==> src/rtl/mem_port_arbiter.sv <==
// mem_port_arbiter
//   Shares the single memory-unit port between requester 0 (CPU datapath)
//   and requester 1 (DMA / debug master). Round-robin on contention, a
//   bounded lock for atomic sequences, one access per clock, fixed 2-edge
//   completion latency.
//
// Ports
//   clk, reset               clock, asynchronous active-high reset
//   req_/addr_/wdata_/we_/lock_{0,1}   requester inputs (held while req && !gnt)
//   gnt_{0,1}                combinational grant
//   rvalid_{0,1}, rdata_{0,1} completion pulse and read data per requester
//   lock_abort               one-cycle pulse when a lock times out
//   mem_addr/mem_wdata/mem_we  registered drive to the memory unit
//   mem_rdata                read data from the memory unit
module mem_port_arbiter #(
    parameter int ADDR_W   = 11,
    parameter int DATA_W   = 16,
    parameter int MAX_LOCK = 8
) (
    input  logic              clk,
    input  logic              reset,
    input  logic              req_0,
    input  logic [ADDR_W-1:0] addr_0,
    input  logic [DATA_W-1:0] wdata_0,
    input  logic              we_0,
    input  logic              lock_0,
    input  logic              req_1,
    input  logic [ADDR_W-1:0] addr_1,
    input  logic [DATA_W-1:0] wdata_1,
    input  logic              we_1,
    input  logic              lock_1,
    output logic              gnt_0,
    output logic              gnt_1,
    output logic              rvalid_0,
    output logic              rvalid_1,
    output logic [DATA_W-1:0] rdata_0,
    output logic [DATA_W-1:0] rdata_1,
    output logic              lock_abort,
    output logic [ADDR_W-1:0] mem_addr,
    output logic [DATA_W-1:0] mem_wdata,
    output logic              mem_we,
    input  logic [DATA_W-1:0] mem_rdata
);
    localparam int CNT_W = $clog2(MAX_LOCK + 1);

    typedef enum logic [1:0] {UNLOCKED, LOCKED_0, LOCKED_1} state_t;

    state_t             state, state_nxt;
    logic               last_grant, last_grant_nxt;
    logic [CNT_W-1:0]   lock_cnt, lock_cnt_nxt;
    logic               abort_nxt;

    // issue stage: access presented to memory this cycle, and its owner
    logic               iss_vld;
    logic               iss_own;

    logic               acc_0, acc_1, acc, sel;
    logic               sel_lock, sel_we;
    logic [ADDR_W-1:0]  sel_addr;
    logic [DATA_W-1:0]  sel_wdata;
    logic               timeout;

    // Grant depends only on req, state and last_grant.
    // last_grant == 1 means requester 0 wins the next conflict.
    always_comb begin
        gnt_0 = 1'b0;
        gnt_1 = 1'b0;
        case (state)
            LOCKED_0: gnt_0 = req_0;
            LOCKED_1: gnt_1 = req_1;
            default: begin
                if (req_0 && req_1) begin
                    gnt_0 = last_grant;
                    gnt_1 = ~last_grant;
                end else begin
                    gnt_0 = req_0;
                    gnt_1 = req_1;
                end
            end
        endcase
    end

    assign acc_0     = req_0 & gnt_0;
    assign acc_1     = req_1 & gnt_1;
    assign acc       = acc_0 | acc_1;
    assign sel       = acc_1;
    assign sel_lock  = sel ? lock_1  : lock_0;
    assign sel_we    = sel ? we_1    : we_0;
    assign sel_addr  = sel ? addr_1  : addr_0;
    assign sel_wdata = sel ? wdata_1 : wdata_0;
    assign timeout   = (lock_cnt == CNT_W'(MAX_LOCK));

    always_comb begin
        state_nxt      = state;
        lock_cnt_nxt   = lock_cnt;
        last_grant_nxt = acc ? sel : last_grant;
        abort_nxt      = 1'b0;
        case (state)
            UNLOCKED: begin
                lock_cnt_nxt = '0;
                if (acc && sel_lock) begin
                    state_nxt    = sel ? LOCKED_1 : LOCKED_0;
                    lock_cnt_nxt = CNT_W'(1);
                end
            end
            LOCKED_0, LOCKED_1: begin
                // only the owner can be accepting here, so acc implies owner
                if (acc && !sel_lock) begin
                    state_nxt    = UNLOCKED;
                    lock_cnt_nxt = '0;
                end else if (timeout) begin
                    // a locked accept on this edge still goes to memory
                    state_nxt      = UNLOCKED;
                    lock_cnt_nxt   = '0;
                    abort_nxt      = 1'b1;
                    last_grant_nxt = (state == LOCKED_1);
                end else begin
                    lock_cnt_nxt = lock_cnt + CNT_W'(1);
                end
            end
            default: begin
                state_nxt    = UNLOCKED;
                lock_cnt_nxt = '0;
            end
        endcase
    end

    always_ff @(posedge clk or posedge reset) begin
        if (reset) begin
            state      <= UNLOCKED;
            last_grant <= 1'b1;
            lock_cnt   <= '0;
            lock_abort <= 1'b0;
            mem_addr   <= '0;
            mem_wdata  <= '0;
            mem_we     <= 1'b0;
            iss_vld    <= 1'b0;
            iss_own    <= 1'b0;
            rvalid_0   <= 1'b0;
            rvalid_1   <= 1'b0;
        end else begin
            state      <= state_nxt;
            last_grant <= last_grant_nxt;
            lock_cnt   <= lock_cnt_nxt;
            lock_abort <= abort_nxt;
            if (acc) begin
                mem_addr  <= sel_addr;
                mem_wdata <= sel_wdata;
            end
            mem_we   <= acc & sel_we;
            iss_vld  <= acc;
            iss_own  <= sel;
            // memory captures read data on the edge after issue
            rvalid_0 <= iss_vld & ~iss_own;
            rvalid_1 <= iss_vld & iss_own;
        end
    end

    assign rdata_0 = mem_rdata;
    assign rdata_1 = mem_rdata;

endmodule

==> config.mk <==
export PLATFORM = sky130hd
export DESIGN_NAME = mem_port_arbiter
export DESIGN_NICKNAME = d
export VERILOG_FILES = /design/src/rtl/mem_port_arbiter.sv
export SDC_FILE = /design/constraint.sdc
export NUM_CORES = 1
export LEC_CHECK = 0
export CAP_MARGIN = 40
export CORE_ASPECT_RATIO = 1.1
export CORE_UTILIZATION = 34
export CTS_BUF_LIST = sky130_fd_sc_hd__clkbuf_8
export DETAILED_ROUTE_END_ITERATION = 8
export MAX_ROUTING_LAYER = met4
export PLACE_DENSITY_LB_ADDON = 0.1
export SYNTH_ARGS = -nofsm -noshare
export SYNTH_HDL_FRONTEND = slang
export SYNTH_SLANG_ARGS = --single-unit
==> constraint.sdc <==
create_clock -name clk -period 1.8 [get_ports clk]
set_input_delay 0.27 -clock clk [delete_from_list [all_inputs] [get_ports clk]]
set_output_delay 0.27 -clock clk [all_outputs]
set_load 0.02 [all_outputs]
Word-level counts from Yosys, hierarchy flattened. Index checks and enable logic that the tools add are counted.

Register bits: 40. Bits of input ports: 78. Word-level logic and storage cells: 56.

$add $sub $neg: 1. Equal/unequal tests: 5. Muxes and demuxes: 24. Bitwise operators: 8. Reductions and logical operators: 7.

Operators by type and width (number): 16-bit two-way mux (1); 1-bit two-way mux (12); 11-bit two-way mux (1); 2-bit two-way mux (4); 4-bit two-way mux (2); 4-bit one-hot mux with 2 select lines (1); 1-bit bitwise AND (5); 4-bit by 1-bit adder with 4-bit output (second input constant) (1); 4-bit equality test (second input constant) (1); 1-bit one-hot mux with 2 select lines (2); 2-bit one-hot mux with 2 select lines (1); 1-bit logical AND (3); 3-bit != test (second input constant) (1); 2-bit by 1-bit equality test with 1-bit output (second input constant) (1); 2-bit equality test (second input constant) (1); 2-bit zero test (1); 2-bit != test (second input constant) (1); 1-bit NOT (2); 2-bit AND reduction (1); 2-bit OR reduction (1); 1-bit zero test (1); 1-bit OR (1).

Logic depth before layout (Yosys ltp).
Word-level depth: 9. Mapped depth: 9. Gate-level depth less buffers: 7.

Least setup slack after synthesis. OpenSTA, ideal clock, no wires.

Path kind: flip-flop to flip-flop. From: reg state[0]. To: reg state[0]. Setup time: 0.121 ns. Data arrival time: 1.771 ns. Path slack: -0.092 ns. Cell stages (with the launch flop): 9. Buffers on the path: 1. Period minus slack after synthesis: 1.892 ns. Cell sequence: dfrtp_1 inv_1 ha_1 buf_6 and3b_1 o31a_1 o21ai_2 nor2_1 a32o_2.

Cells in the longest elaborated chain, start to end: 8. Elaborated cells on any way between the ends: 20. Those cells by class: 4 x eq/ne; 7 x mux; 3 x bitwise; 6 x reduce/logical.

RTL lines: start: declaration (RTL line 48) `state_t state, state_nxt;`; start signal: assignment (RTL line 142) `state <= state_nxt;`; 2-bit equality test / 2-bit by 1-bit equality test with 1-bit output (equally long branches) (RTL line 68, 98); 1-bit one-hot mux with 2 select lines (RTL line 68) `case (state)`; 1-bit bitwise AND (RTL line 84) `assign acc_1 = req_1 & gnt_1;`; 1-bit two-way mux (RTL line 87) `assign sel_lock = sel ? lock_1 : lock_0;`; 1-bit zero test (RTL line 108) `if (acc && !sel_lock) begin`; 1-bit logical AND (RTL line 108); 2-bit two-way mux / 3-bit != test (equally long branches); 2-bit one-hot mux with 2 select lines / 2-bit AND reduction (equally long branches).

Parallel ways exist; a longest one is shown, timed or not. The select of a mux whose other input is x is not followed. A chain may end at the register's enable or synchronous reset.

Worst setup path after layout.
From: reg state[1]. To: reg last_grant.

Cells in the longest elaborated chain, start to end: 8. Elaborated cells on any way between the ends: 15. Those cells by class: 2 x eq/ne; 7 x mux; 3 x bitwise; 3 x reduce/logical.

RTL lines: 2-bit equality test / 2-bit by 1-bit equality test with 1-bit output (equally long branches) (RTL line 68, 98, 116); 1-bit one-hot mux with 2 select lines (RTL line 68); 1-bit bitwise AND, on equally long branches (RTL line 83, 84); 1-bit OR / 1-bit two-way mux (equally long branches) (RTL line 85, 87); 1-bit two-way mux / 1-bit zero test (equally long branches) (RTL line 96, 108); 1-bit two-way mux / 1-bit logical AND (equally long branches) (RTL line 111, 108); 1-bit two-way mux (RTL line 108); 1-bit two-way mux * (RTL line 98) `case (state)`; via last_grant_nxt (RTL line 49) `logic last_grant, last_grant_nxt;`; end signal: assignment (RTL line 143) `last_grant <= last_grant_nxt;`; end: declaration (RTL line 49).

The timed path passes the listed nets; every way through them passes the cells marked *.

==> out/summary.txt <==
First-pass GRT wire length: 8907 um
Arr. time, crit path: 2090 ps
CTS hold repair buffers: 0
Maximum fanout along the worst path: 5
Fin area: 3497 um2
Clock tree from TritonCTS: built
I/O pins: 143
Fmax: 0.5370 GHz
Clock root cell: clkbuf_8
Slew at the pin with the worst max-slew slack: 364.8 ps
Detailed Routing Iterations Pass 1: 4
Placed instance count: 404
Ratio of cells with drive above 1 in the final layout: 0.1971
Leak pwr: 1.504 nW
PwrDens: 1644 nW/um2
Total grt overflow: 0
Vias in the first global route: 1880
Placeable Area: 6193 um2
Distinct cells, synth: 36
Reg clk slew, reported paths: 80 ps
Setup slack at placement: -252.8 ps
Register area share after synthesis: 0.4596
Latest clock arrival within the worst-skew pair: 300 ps
Synth Instances: 253
GRT Util Overall: 0.1771
H-tree depth: 2
Largest net degree at the start of global routing: 30
CP peak stage delay: 390 ps
Outcome: finished, violations left
Tmin final: 1862 ps
Final count of negative-setup-slack endpoints: 4
Delay-heaviest family, CP: compound AO/OA/AOI/OAI gates
Critical path depth: 8
CP cell instances: buf_4 > ha_4 > buf_6 > a22oi_2 > o21ai_4 > buf_12 > a211oi_4 > mux2i_1
Detailed Route Iter0 Violations: 81
Crit path kind: flop to flop
DP HPWL: 3933 um
CP max stage cell: dfrtp_1
Post-Route WL: 5742 um
Antenna viol nets, final: 0
Initial antenna violation count: 0
Num rows: 30
Syn avg cell area: 8.620 um2
Clk_skew: 7.312 ps
Chip width: 78.36 um
Ys Warns: 0
End-of-flow core utilization: 0.5646
R2R setup slack: -60 ps
Relative slew slack: 0.7553
Vias/cell: 4.681
R2r endpoint: last_grant
RSZ-0062 raised after global routing: yes
Initial core utilization: 0.3521
# DRC: 0
Die area: 6739 um2
Setup TNS Final: -198.1 ps
Failing checks: negative setup slack
WL per Instance: 13.67 um
CP required: 2020 ps
Antenna Diode Count: 0
CTS Sinks: 40
Yosys reg bits: 40
DIE HEIGHT: 86.00 um
Buffers on Ports: 94
PnR Total Power: 5.751 mW
Max Slew Vio Count: 0
Fin nets: 423
Vias: 1966
Mapped cell area: 2181 um2
Area Growth Syn to Fin: 60.36%
Worst Reg2Reg Path Length in Cells: 8
Global placement routability congestion: 0.7689
Worst R2R Start: state[1]
Setup slack after layout: -62.35 ps
Final worst path period share: 1.035
Final hold vios: 0
CP Launch Type: flop
Bufs and invs on worst path: 3
Worst hold margin: 210.4 ps
VDD IR-drop max: 0.6478 mV
Hold Path Class: input port to asynchronous set/reset pin
Post-Layout Cell Count: 420
Dpl cell area: 3131 um2
Net count after synthesis: 337
TritonCTS buffer count: 5
Max_cap viols: 0
Max Buffers Root-to-Sink: 2
Critical Path End Type: flop
==> worst max-delay path by stage <==
stage              from         end  slack [ps]
2_1_floorplan  state[0]    state[0]         -90
3_3_place_gp   state[0]       gnt_0        -230
3_5_place_dp   state[1]       gnt_1        -250
4_1_cts        state[1]    state[1]         -60
5_1_grt        state[0]    state[0]        -150
6_report       state[1]  last_grant         -60
==> layer usage <==
layer	wire [um]	track usage
met3	384	0.04043
met4	150	0.09933
met5	0	-
met2	2732	0.2743
met1	2474	0.2123
==> power by group <==
part	total [mW]	leakage (nW)	switching, mW	internal [mW]
logic	3.44	0.968	1.70	1.73
registers	1.53	0.475	0.210	1.32
clock network	0.783	0.0614	0.330	0.454
==> kinds of logic after synthesis <==
| kind of cell | share of synthesized area |
|---|---|
| adders and majority gates | 0.03442 |
| DFF | 0.4596 |
| xor gates and xnor gates | 0.008034 |
| buffers and inverters | 0.1589 |
| muxes | 0.004590 |
| and+or+nand+nor | 0.1939 |
| AOI/OAI and AO/OA | 0.1406 |
==> worst reg2reg max path: stages, from the launching register on <==
cell      delay, ps
dfrtp_1         390
buf_4           160
ha_4            180
buf_6           120
a22oi_2         160
o21ai_4         120
buf_12          150
a211oi_4        290
mux2i_1         220
==> cell usage after synthesis <==
cell type / number / share of area
clkbuf_1: 8 / 0.014
mux2i_1: 1 / 0.0046
nor2_2: 1 / 0.0029
a21boi_1: 1 / 0.0034
a32o_2: 2 / 0.010
a21oi_1: 1 / 0.0023
buf_2: 4 / 0.0092
nand3b_1: 2 / 0.0069
a31oi_1: 29 / 0.083
xor2_1: 1 / 0.0040
dfstp_2: 1 / 0.012
nor2b_1: 2 / 0.0057
and2_1: 2 / 0.0057
nand3_1: 3 / 0.0069
and3b_1: 1 / 0.0040
nor2_1: 30 / 0.052
nand2_1: 58 / 0.10
and3_1: 1 / 0.0029
dfrtp_1: 39 / 0.45
a211oi_2: 1 / 0.0057
a22oi_1: 1 / 0.0034
xnor2_1: 1 / 0.0040
a2bb2oi_1: 1 / 0.0040
nor3_1: 2 / 0.0046
a211oi_1: 1 / 0.0034
o31a_1: 1 / 0.0040
nand2b_1: 1 / 0.0029
buf_6: 1 / 0.0052
buf_4: 32 / 0.11
o31ai_1: 1 / 0.0034
a21o_1: 2 / 0.0069
o21ai_2: 2 / 0.0080
inv_1: 11 / 0.019
o21ai_0: 1 / 0.0023
inv_2: 1 / 0.0017
ha_1: 6 / 0.034
==> flip-flops by register name (all words and copies together), names as in the netlist <==
name        cells
iss_own         1
iss_vld         1
last_grant      1
lock_abort      1
lock_cnt        4
mem_addr       11
mem_wdata      16
mem_we          1
rvalid_0        1
rvalid_1        1
state           2
==> cell usage in the layout (no fill, tap or decap), types with 3 or more instances in the layout <==
cell type / instances
nor2_1: 27
clkbuf_8: 6
buf_6: 5
ha_4: 3
nand2_1: 58
clkdlybuf4s50_1: 92
buf_12: 4
inv_2: 3
a31oi_1: 27
dfrtp_1: 39
inv_1: 7
buf_4: 19
nor2_2: 4
ha_1: 3
==> timing repair <==
| action | CTS | global route |
|---|---|---|
| endpoints found under the setup margin | 39 | 36 |
| endpoints found under the hold margin | 0 | 0 |
| pin swaps | 11 | 6 |
| gates cloned | 0 | 2 |
| resized for setup | 35 | 18 |
| buffers inserted | 7 | 1 |
==> layout make-up <==
type                    count  area [um2]
inverters                  12       57.56
repair buffers            124        1260
flip-flops and latches     40        1002
clock inverters             2       38.79
fillers                   579        2696
multi-input cells         156       955.9
clock buffers               6       82.58
well taps                  80       100.1
(Power assumes the default switching activity.)
